## src/rtl/seg7_scan_driver_pkg.sv

```systemverilog
// Shared types and constants for the seven-segment scan driver.
package seg7_scan_driver_pkg;

  localparam int unsigned DIGIT_W = 4;
  localparam int unsigned SEG_W   = 7;
  localparam int unsigned NUM_DIG = 4;

  // Active-high glyphs, bit0=a ... bit6=g
  localparam logic [SEG_W-1:0] GLYPH_0    = 7'h3F;
  localparam logic [SEG_W-1:0] GLYPH_1    = 7'h06;
  localparam logic [SEG_W-1:0] GLYPH_2    = 7'h5B;
  localparam logic [SEG_W-1:0] GLYPH_3    = 7'h4F;
  localparam logic [SEG_W-1:0] GLYPH_4    = 7'h66;
  localparam logic [SEG_W-1:0] GLYPH_5    = 7'h6D;
  localparam logic [SEG_W-1:0] GLYPH_6    = 7'h7D;
  localparam logic [SEG_W-1:0] GLYPH_7    = 7'h07;
  localparam logic [SEG_W-1:0] GLYPH_8    = 7'h7F;
  localparam logic [SEG_W-1:0] GLYPH_9    = 7'h6F;
  localparam logic [SEG_W-1:0] GLYPH_DASH = 7'h40;
  localparam logic [SEG_W-1:0] GLYPH_OFF  = 7'h00;

  // Digit slot index; value equals the anode bit position
  typedef enum logic [1:0] {
    DIG_SEC_U = 2'd0,
    DIG_SEC_T = 2'd1,
    DIG_MIN_U = 2'd2,
    DIG_MIN_T = 2'd3
  } dig_e;

  // One coherent display frame
  typedef struct packed {
    logic [DIGIT_W-1:0] min_tens;
    logic [DIGIT_W-1:0] min_unit;
    logic [DIGIT_W-1:0] sec_tens;
    logic [DIGIT_W-1:0] sec_unit;
  } frame_t;

  // Pick the BCD digit shown in a given slot
  function automatic logic [DIGIT_W-1:0] digit_sel(input frame_t f, input dig_e i);
    logic [DIGIT_W-1:0] d;
    case (i)
      DIG_SEC_U: d = f.sec_unit;
      DIG_SEC_T: d = f.sec_tens;
      DIG_MIN_U: d = f.min_unit;
      default:   d = f.min_tens;
    endcase
    return d;
  endfunction

endpackage

```

## src/rtl/seg7_scan_driver_if.sv

```systemverilog
// Digit bus from the timer plus the display pins.
interface seg7_scan_driver_if;
  logic       enable;
  logic       dp_en;
  logic [3:0] sec_unit;
  logic [3:0] sec_tens;
  logic [3:0] min_unit;
  logic [3:0] min_tens;
  logic [6:0] seg;
  logic       dp;
  logic [3:0] an;

  modport master (
    output enable, dp_en, sec_unit, sec_tens, min_unit, min_tens,
    input  seg, dp, an
  );

  modport slave (
    input  enable, dp_en, sec_unit, sec_tens, min_unit, min_tens,
    output seg, dp, an
  );
endinterface

```

## src/rtl/seg7_scan_driver_bcd_to_seg7.sv

```systemverilog
// BCD to active-high seven-segment decoder; codes 10-15 show a dash.
module bcd_to_seg7
  import seg7_scan_driver_pkg::*;
(
  input  logic [DIGIT_W-1:0] bcd,
  output logic [SEG_W-1:0]   glyph_c
);

  // Glyph lookup
  always_comb begin
    glyph_c = GLYPH_DASH;
    case (bcd)
      4'd0: glyph_c = GLYPH_0;
      4'd1: glyph_c = GLYPH_1;
      4'd2: glyph_c = GLYPH_2;
      4'd3: glyph_c = GLYPH_3;
      4'd4: glyph_c = GLYPH_4;
      4'd5: glyph_c = GLYPH_5;
      4'd6: glyph_c = GLYPH_6;
      4'd7: glyph_c = GLYPH_7;
      4'd8: glyph_c = GLYPH_8;
      4'd9: glyph_c = GLYPH_9;
      default: glyph_c = GLYPH_DASH;
    endcase
  end

endmodule

```

## src/rtl/seg7_scan_driver.sv

```systemverilog
// Multiplexed 4-digit seven-segment driver with frame capture,
// leading-zero blanking, ghosting guard band and colon output.
// DIV = CLK_FREQ_HZ/SCAN_HZ must be at least GHOST_CYCLES+2.
module seg7_scan_driver
  import seg7_scan_driver_pkg::*;
#(
  parameter int unsigned CLK_FREQ_HZ        = 50_000_000,
  parameter int unsigned SCAN_HZ            = 4_000,
  parameter int unsigned GHOST_CYCLES       = 16,
  parameter int unsigned COMMON_ANODE       = 1,
  parameter int unsigned BLANK_LEADING_ZERO = 1
) (
  input  logic              clk,
  input  logic              reset,
  seg7_scan_driver_if.slave bus
);

  localparam int unsigned DIV = CLK_FREQ_HZ / SCAN_HZ;
  localparam int unsigned PW  = (DIV > 1) ? $clog2(DIV) : 1;
  localparam logic        INV = (COMMON_ANODE != 0);
  localparam logic [NUM_DIG-1:0] AN_OFF  = {NUM_DIG{INV}};
  localparam logic [SEG_W-1:0]   SEG_OFF = {SEG_W{INV}};

  logic [PW-1:0]      presc_q, presc_d;
  dig_e               idx_q, idx_d;
  frame_t             s1_q, s2_q, shadow_q, shadow_d;
  frame_t             bus_c;
  logic               tick_c;
  logic [DIGIT_W-1:0] digit_c;
  logic [SEG_W-1:0]   glyph_c;
  logic [NUM_DIG-1:0] an_q, an_d;
  logic [SEG_W-1:0]   seg_q, seg_d;
  logic               dp_q, dp_d;

  assign bus_c = '{min_tens: bus.min_tens, min_unit: bus.min_unit,
                   sec_tens: bus.sec_tens, sec_unit: bus.sec_unit};
  assign tick_c  = (presc_q == PW'(DIV - 1));
  assign digit_c = digit_sel(shadow_q, idx_q);

  bcd_to_seg7 u_dec (
    .bcd     (digit_c),
    .glyph_c (glyph_c)
  );

  // Next prescaler, slot index and shadow frame (loaded only at a stable frame boundary)
  always_comb begin
    presc_d  = presc_q + PW'(1);
    idx_d    = idx_q;
    shadow_d = shadow_q;
    if (tick_c) begin
      presc_d = '0;
      idx_d   = dig_e'(2'(idx_q + 2'd1));
      if ((idx_q == DIG_MIN_T) && (s1_q == s2_q)) begin
        shadow_d = s2_q;
      end
    end
  end

  // Next pin values in active-high form, polarity applied once at the end
  always_comb begin
    logic [NUM_DIG-1:0] an_ah;
    logic [SEG_W-1:0]   seg_ah;
    logic               dp_ah;
    an_ah  = '0;
    seg_ah = GLYPH_OFF;
    dp_ah  = 1'b0;
    if (bus.enable) begin
      if (presc_q >= PW'(GHOST_CYCLES)) begin
        an_ah = NUM_DIG'(1) << idx_q;
      end
      seg_ah = glyph_c;
      if ((BLANK_LEADING_ZERO != 0) && (idx_q == DIG_MIN_T) && (shadow_q.min_tens == '0)) begin
        seg_ah = GLYPH_OFF;
      end
      dp_ah = bus.dp_en && (idx_q == DIG_MIN_U);
    end
    an_d  = an_ah ^ AN_OFF;
    seg_d = seg_ah ^ SEG_OFF;
    dp_d  = dp_ah ^ INV;
  end

  // State and output registers
  always_ff @(posedge clk) begin
    if (reset) begin
      presc_q  <= '0;
      idx_q    <= DIG_SEC_U;
      s1_q     <= '0;
      s2_q     <= '0;
      shadow_q <= '0;
      an_q     <= AN_OFF;
      seg_q    <= SEG_OFF;
      dp_q     <= INV;
    end else begin
      presc_q  <= presc_d;
      idx_q    <= idx_d;
      s1_q     <= bus_c;
      s2_q     <= s1_q;
      shadow_q <= shadow_d;
      an_q     <= an_d;
      seg_q    <= seg_d;
      dp_q     <= dp_d;
    end
  end

  assign bus.an  = an_q;
  assign bus.seg = seg_q;
  assign bus.dp  = dp_q;

endmodule

```

## src/flat_wrapper.sv

```systemverilog
// flat-port wrapper written by rule: the top's interface ports become plain ports
module seg7_scan_driver_flat import seg7_scan_driver_pkg::*;
#(
  parameter int unsigned CLK_FREQ_HZ        = 50_000_000,
  parameter int unsigned SCAN_HZ            = 4_000,
  parameter int unsigned GHOST_CYCLES       = 16,
  parameter int unsigned COMMON_ANODE       = 1,
  parameter int unsigned BLANK_LEADING_ZERO = 1
)
  (clk, reset, bus_enable, bus_dp_en, bus_sec_unit, bus_sec_tens, bus_min_unit, bus_min_tens, bus_seg, bus_dp, bus_an);
  seg7_scan_driver_if bus_i ();
  input  logic clk;
  input  logic reset;
  input wire logic [$bits(bus_i.enable)-1:0] bus_enable;
  input wire logic [$bits(bus_i.dp_en)-1:0] bus_dp_en;
  input wire logic [$bits(bus_i.sec_unit)-1:0] bus_sec_unit;
  input wire logic [$bits(bus_i.sec_tens)-1:0] bus_sec_tens;
  input wire logic [$bits(bus_i.min_unit)-1:0] bus_min_unit;
  input wire logic [$bits(bus_i.min_tens)-1:0] bus_min_tens;
  output wire logic [$bits(bus_i.seg)-1:0] bus_seg;
  output wire logic [$bits(bus_i.dp)-1:0] bus_dp;
  output wire logic [$bits(bus_i.an)-1:0] bus_an;
  assign bus_i.enable = bus_enable;
  assign bus_i.dp_en = bus_dp_en;
  assign bus_i.sec_unit = bus_sec_unit;
  assign bus_i.sec_tens = bus_sec_tens;
  assign bus_i.min_unit = bus_min_unit;
  assign bus_i.min_tens = bus_min_tens;
  assign bus_seg = bus_i.seg;
  assign bus_dp = bus_i.dp;
  assign bus_an = bus_i.an;
  seg7_scan_driver #(.CLK_FREQ_HZ(CLK_FREQ_HZ), .SCAN_HZ(SCAN_HZ), .GHOST_CYCLES(GHOST_CYCLES), .COMMON_ANODE(COMMON_ANODE), .BLANK_LEADING_ZERO(BLANK_LEADING_ZERO)) u_core (.clk(clk), .reset(reset), .bus(bus_i));
endmodule
```

## config.mk

```make
export PLATFORM = sky130hd
export DESIGN_NAME = seg7_scan_driver_flat
export DESIGN_NICKNAME = d
export VERILOG_FILES = /design/src/rtl/seg7_scan_driver_pkg.sv /design/src/rtl/seg7_scan_driver_if.sv /design/src/rtl/seg7_scan_driver_bcd_to_seg7.sv /design/src/rtl/seg7_scan_driver.sv /design/src/flat_wrapper.sv
export SDC_FILE = /design/constraint.sdc
export NUM_CORES = 1
export LEC_CHECK = 0
export CORE_MARGIN = 1
export CORE_UTILIZATION = 50
export DETAILED_ROUTE_END_ITERATION = 12
export MAX_ROUTING_LAYER = met4
export PLACE_DENSITY = 0.84
export SLEW_MARGIN = 20
export SYNTH_ARGS = -nofsm -noshare
export SYNTH_HDL_FRONTEND = slang
export SYNTH_HIERARCHICAL = 1
export SYNTH_SLANG_ARGS = --single-unit
export TNS_END_PERCENT = 1
```

## constraint.sdc

```tcl
create_clock -name clk -period 1.8 [get_ports clk]
set_input_delay 0.27 -clock clk [delete_from_list [all_inputs] [get_ports clk]]
set_output_delay 0.27 -clock clk [all_outputs]
set_load 0.005 [all_outputs]
```

==> impl_metrics.py, run 1 <==
metrics = {
    "run_status": {
        "outcome": "complete, but fails checks",
        "violated_checks": "negative setup slack",
    },
    "finish": {
        "antenna_cells_inserted": 0,
        "final_cell_mix": "sky130_fd_sc_hd__dfxtp_1, sky130_fd_sc_hd__nor2b_1, sky130_fd_sc_hd__clkdlybuf4s50_1, sky130_fd_sc_hd__buf_4, sky130_fd_sc_hd__nor2_1",
        "flow.area_growth_from_synthesis_pct": 27.9,
        "final_layout_size_suffix_gt1_frac": 0.180,
        "finalNetCount": 411,
        "finish.instance_area_um2": 3920,
        "postLayoutCoreUtil": 0.662,
        "final_common_cell": "sky130_fd_sc_hd__dfxtp_1",
    },
    "timing": {
        "final_max_slew_viol_count": 0,
        "timing.final.setup_violations": 23,
        "slew_headroom": 0.660,
        "finalCriticalPeriod_ps": 1990,
        "final.setup_skew_ps": 8.95,
        "timing.final.hold_violations": 0,
        "setup_slack_ps": -188,
        "max_slew.worst_pin.slew_ps": 505,
        "rsz_0062_raised_after_global_routing": "yes",
        "min_period_over_period": 1.10,
        "timing.fmax_mhz": 503,
    },
    "synthesis": {
        "ys_ff_latch": 76,
        "synth_ff_type": "sky130_fd_sc_hd__dfxtp_1",
        "yosysSeqAreaShare": 0.497,
        "number_of_flops_mapped_to_enable_cells_by_yosys": 0,
        "synth.cell_area_um2": 3060,
        "ffs_w_async_s_r_synth": 0,
        "syn_inst": 321,
        "synthesis_warning_total": 6,
        "syn-num-nets": 353,
        "syn_area_per_cell_um2": 9.55,
        "yosys.cell_types.count": 39,
    },
    "die": {
        "die_h_um": 80.3,
        "number_of_rows_created_at_floorplan": 28,
        "die_width_um": 80.3,
        "core-area_um2": 5920,
        "die-area_um2": 6450,
        "i_o_pins": 32,
        "initial_utilization": 0.518,
    },
    "pwr": {
        "total_leakage_power_uw": 0.00156,
        "switching_share": 0.240,
        "ir_drop_v": 0.000739,
        "seqPwrFrac": 0.557,
        "power.clock.fraction": 0.386,
        "comb_power_share": 0.056,
        "power.switching_uw": 757,
        "intPower_uw": 2390,
        "power-per-cell-area_nw_per_um2": 804,
    },
    "grt": {
        "grtUsageTotal": 0.209,
        "grt-ovfl-total": 0,
        "global_route_wire_length_before_repair_um": 9780,
        "grt_start_max_net_pins": 50,
        "grt_pass1_vias": 2243,
        "antenna_found_initial": 0,
    },
    "clock_network": {
        "worst_setup_hold_path_clk_slew_ps": 80,
        "ctsHoldBuffers": 0,
        "cts_sinks": 76,
        "clk_root_buf": "sky130_fd_sc_hd__clkbuf_8",
        "cts_made_buffers": 9,
        "cts.htree.levels": 3,
        "clock_tree.buffer_depth": 2,
        "clock_tree_from_tritoncts": "built",
        "clock_latency_ps": 350,
    },
    "worst_setup_path": {
        "cp_data_required_time_ps": 2050,
        "critical_path.cell_chain": "inv_4, ha_4, a222oi_1, mux2i_2, ha_2, mux2_4, o22ai_2, nand2_1",
        "slowest_delay_ps": 420,
        "setup.reg_to_reg.worst_slack_ps": -190,
        "timing.critical_path.to_type": "register",
        "critical_path.slowest_cell": "sky130_fd_sc_hd__a222oi_1",
        "critical_path.startpoint_type": "register",
        "path_class": "register to register",
        "critPathMaxFanout": 5,
        "worst_ep_arrival_time_ps": 2240,
    },
    "flow_run": {
        "max_cap_viol_count": 0,
    },
    "routing": {
        "final_antenna_net_count": 0,
        "wl_um": 5710,
        "num_vias": 2365,
        "drt-vias-per-instance": 5.15,
        "total_drc_errors_in_the_routed_layout": 0,
        "wl_per_cell_um": 12.4,
        "drt_iter0_drc": 136,
        "drt_pass1_iterations": 5,
    },
    "placed_design": {
        "placement.setup.worst_slack_ps": -212,
        "placed_cell_area_um2": 3670,
        "routabilityCongestion": 0.811,
        "dp_hpwl_um": 4200,
        "placement.io_buffers": 31,
    },
    "min_path": {
        "hp-class": "input pin to register",
    },
}
worst max-delay path, delay by kind of cell, from the launching register on:
family / cells / cell delay, ps
simple gates: 1 / 70
fa+ha+maj: 2 / 380
flops: 1 / 390
buf+inv: 1 / 50
mux: 2 / 450
compound gates: 2 / 550
sequential cells by signal (all words and copies together), names as in the netlist:
name and count:
u_core/bus.an 4, u_core/bus.dp 1, u_core/bus.seg 7, u_core/idx_q 2, u_core/presc_q 14, u_core/s1_q 16, u_core/s2_q 16, u_core/shadow_q 16
synth_stat cells, drive strengths merged (2+ instances only):
library cell	number	area share
nand2b	3	0.0061
and3	2	0.0045
buf	6	0.021
a21oi	17	0.028
a21o	2	0.0049
nand2	18	0.022
inv	14	0.017
xnor2	6	0.017
and4	3	0.0090
nand4	6	0.012
a222oi	4	0.013
nor3	2	0.0033
o21ai	18	0.029
clkbuf	9	0.012
mux2i	4	0.013
dfxtp	76	0.50
ha	12	0.049
o22ai	3	0.0061
nor2b	34	0.069
xor2	23	0.066
nor2	26	0.033
nor4	3	0.0061
nand3	20	0.033
per-stage QoR:
stage / instances / TNS [ps] / total power [uW] / hold WS (ps)
finish: 459 / -1260 / 3150 / 456
global route: 459 / -3700 / 3300 / 444
CTS: 459 / -837 / 3190 / 442
detailed placement: 442 / -844 / 1970 / 472
global placement: 442 / -189 / 1970 / 463
floorplan: 321 / -5.42 / 1880 / 358
power by group through the flow:
stage               combinational, uW  sequential [uW]  clock (uW)
floorplan                        88.4             1790           0
global placement                  174             1790           0
detailed placement                177             1800           0
CTS                               179             1760        1260
global route                      197             1760        1340
finish                            178             1760        1220
cell families after synthesis:
kind of cell,synth area share
flops,0.497
buf+inv,0.0510
compound gates,0.0931
simple gates,0.211
fa+ha+maj,0.0490
xor+xnor,0.0829
mux,0.0167
worst paths after layout:
path                   startpoint                end  cells after the start
hold / removal          bus_dp_en      u_core/bus.dp                      2
setup / recovery  u_core/idx_q[0]  u_core/bus.seg[0]                      8
hold reg to reg    u_core/s1_q[8]     u_core/s2_q[8]                      1
setup reg to reg  u_core/idx_q[0]  u_core/bus.seg[0]                      8
routing by layer:
layer,vias up,track usage,routed length [um]
met5,-,-,0
met4,0,0.0982,127
met3,12,0.0591,233
met2,63,0.348,2840
met1,1091,0.231,2510
li1,1199,-,-
area by class of cell:
class	instances	area (um^2)
fillers	461	2000
flip-flops and latches	76	1530
multi-input cells	215	1460
repair buffers	62	584
clock buffers	10	138
well taps	75	93.8
inverters	15	63.8
clock inverters	6	52.6
timing repair:
action	4_1_cts	5_1_grt
buffers inserted	1	0
gates resized for setup	12	2
hold endpoints to repair	0	0
endpoints found under the setup margin	8	23
pin swaps	3	0
Note: power is estimated with default switching activity, not from simulation.
==> run 2, diff against run 1 <==
--- a/config.mk
+++ b/config.mk
@@ -5,8 +5,10 @@
 export SDC_FILE = /design/constraint.sdc
 export NUM_CORES = 1
 export LEC_CHECK = 0
+export CORE_ASPECT_RATIO = 0.9
 export CORE_MARGIN = 1
 export CORE_UTILIZATION = 50
+export CTS_CLUSTER_SIZE = 12
 export DETAILED_ROUTE_END_ITERATION = 12
 export MAX_ROUTING_LAYER = met4
 export PLACE_DENSITY = 0.84
==> run 2 against run 1 <==
The flow finishes with violations (design-rule violations, negative setup slack); fmax rose by 0.67%; clock power shrank 9%; global-route usage down 0.69 points; critical endpoint is now u_core/bus.seg[3]; register-to-register slack about the same; flip-flop and latch count is the same; critical path depth unchanged; setup slack better by 13 ps; count of clock-buffer cells in the layout down 1; clock skew decreased by 0.92 ps; via count shrank 0.59%; largest cell class unchanged; core utilization rose by 1.1 points; non-clock buffer count grew 3.
==> impl_metrics.py, run 2 (synthesized netlist as in run 1, its figures left out) <==
metrics = {
    "routing": {
        "met3_length_um": 246,
        "dr.max_layer_used": "met4",
        "drt_iter0_drc": 206,
        "wl_per_cell_um": 13.2,
        "wirelength_met1_um": 2820,
        "detailroute.wirelength.met2_um": 2890,
        "final_antenna_net_count": 0,
        "drt-vias-per-instance": 5.16,
        "total_drc_errors_in_the_routed_layout": 3,
        "wl_um": 6030,
        "num_vias": 2351,
        "drt_pass1_iterations": 9,
    },
    "worst_setup_path": {
        "critical_path.slowest_cell": "sky130_fd_sc_hd__dfxtp_4",
        "path_buf_inv": 1,
        "cp.depth": 8,
        "slowest_delay_ps": 380,
        "critical_path.startpoint_type": "register",
        "setup.reg_to_reg.worst_slack_ps": -180,
        "critical_path.cell_chain": "inv_4, ha_4, a222oi_1, mux2i_1, ha_2, mux2_4, o22ai_2, nand2_1",
        "critPathMaxFanout": 5,
        "path_class": "register to register",
        "startpoint": "u_core/idx_q[1]",
        "critical-path-top-delay-family": "multiplexers",
        "worst_ep_arrival_time_ps": 2210,
        "cp_data_required_time_ps": 2040,
        "worst_setup_path_endpoint": "u_core/bus.seg[3]",
        "regToRegStartpoint": "u_core/idx_q[1]",
        "reg2regPathDepth": 8,
        "regToRegEndpoint": "u_core/bus.seg[3]",
        "timing.critical_path.to_type": "register",
    },
    "flow_run": {
        "max_cap_viol_count": 0,
    },
    "placed_design": {
        "placement.io_buffers": 31,
        "dp_hpwl_um": 4160,
        "routabilityCongestion": 0.827,
        "place.detailed.instances": 440,
    },
    "die": {
        "die_h_um": 76.3,
        "initial_utilization": 0.529,
        "die_width_um": 84.5,
        "number_of_rows_created_at_floorplan": 26,
        "core-area_um2": 5790,
        "i_o_pins": 32,
        "die-area_um2": 6450,
    },
    "clock_network": {
        "clock_latency_ps": 340,
        "clock_tree.buffer_depth": 2,
        "clock_tree_from_tritoncts": "built",
        "cts_sinks": 76,
        "worst_setup_hold_path_clk_slew_ps": 80,
        "clk_root_buf": "sky130_fd_sc_hd__clkbuf_8",
        "cts_made_buffers": 9,
        "cts.htree.levels": 3,
        "ctsHoldBuffers": 0,
    },
    "grt": {
        "grt-ovfl-total": 0,
        "grtUsageTotal": 0.202,
        "antenna_found_initial": 0,
        "global_route_wire_length_before_repair_um": 9830,
        "grt_start_max_net_pins": 49,
        "grt_pass1_vias": 2254,
    },
    "finish": {
        "area.sequential_um2": 1530,
        "postLayoutCoreUtil": 0.674,
        "final_common_cell": "sky130_fd_sc_hd__dfxtp_1",
        "nFillCells": 451,
        "final_layout_size_suffix_gt1_frac": 0.192,
        "flow.area_growth_from_synthesis_pct": 27.3,
        "finish.cell_count_without_fillers": 456,
        "reg.largest.list": "u_core/s1_q x16, u_core/s2_q x16, u_core/shadow_q x16",
        "finalNetCount": 414,
        "antenna_cells_inserted": 0,
        "footprint_of_the_multi_input_gates_um2": 1460,
        "final_cell_mix": "sky130_fd_sc_hd__dfxtp_1, sky130_fd_sc_hd__nor2b_1, sky130_fd_sc_hd__clkdlybuf4s50_1, sky130_fd_sc_hd__buf_4, sky130_fd_sc_hd__nor2_1",
    },
    "timing": {
        "setup_slack_ps": -175,
        "min_period_over_period": 1.10,
        "finalCriticalPeriod_ps": 1980,
        "final.setup_skew_ps": 8.03,
        "timing.fmax_mhz": 506,
        "rsz_0062_raised_after_global_routing": "yes",
        "timing.final.setup_violations": 8,
        "max_slew.worst_pin.slew_ps": 457,
        "final_max_slew_viol_count": 0,
        "slew_headroom": 0.696,
        "timing.final.hold_violations": 0,
    },
    "pwr": {
        "power-per-cell-area_nw_per_um2": 778,
        "total_leakage_power_uw": 0.00156,
        "ir_drop_v": 0.000538,
        "finalPower_uw": 3030,
    },
    "min_path": {
        "hp-class": "input pin to register",
    },
    "run_status": {
        "outcome": "complete, but fails checks",
        "violated_checks": "design-rule violations, negative setup slack",
    },
}
## run 2: cell count changes in the layout (fill, tap and decap cells not counted), sizes merged
cell,delta
clkbuf,-1
inv,-3
buf,+3
clkinvlp,+3
## run 2: power breakdown
group	switching, uW	leakage (uW)	internal [uW]	total [uW]
clock network	615	0.0000775	491	1110
registers	29.5	0.000624	1720	1750
logic	71.4	0.000855	102	173
total	716	0.00156	2320	3030
## run 2: cell type report
cell class / count / share of cell area
Multi-Input combinational cell: 215 / 0.374
Sequential cell: 76 / 0.392
Clock buffer: 9 / 0.0318
Tap cell: 70 / 0.0225
Clock inverter: 6 / 0.0106
Timing Repair Buffer: 65 / 0.152
Inverter: 15 / 0.0160
## run 2: how the worst min path moves through the flow
stage	cells after the start	slack [ps]	start	to
floorplan	1	360	bus_dp_en	u_core/bus.dp
global placement	1	460	u_core/s1_q[14]	u_core/s2_q[14]
detailed placement	2	470	u_core/shadow_q[12]	u_core/shadow_q[12]
CTS	2	440	bus_dp_en	u_core/bus.dp
global route	2	460	bus_dp_en	u_core/bus.dp
finish	2	450	bus_dp_en	u_core/bus.dp
## run 2: per-layer routing
layer,global-route usage,vias up
met5,-,-
met3,0.0574,5
li1,-,1193
met4,0.0898,0
met2,0.321,53
met1,0.239,1100
## run 2: stage by stage
stage               instance area (um^2)  setup WS, ps  hold WS (ps)  setup TNS [ps]
finish                              3900          -175           451            -759
global route                        3900          -260           460           -2400
CTS                                 3850          -138           442            -698
detailed placement                  3670          -157           468            -749
global placement                    3670         -56.6           465            -147
floorplan                           3100         -5.42           358           -5.42
## run 2: timing repair
item / 4_1_cts / 5_1_grt
setup buffers: 0 / 1
gates resized for setup: 6 / 16
pin swaps: 3 / 5
setup endpoints to repair: 12 / 23
gates cloned: 0 / 0
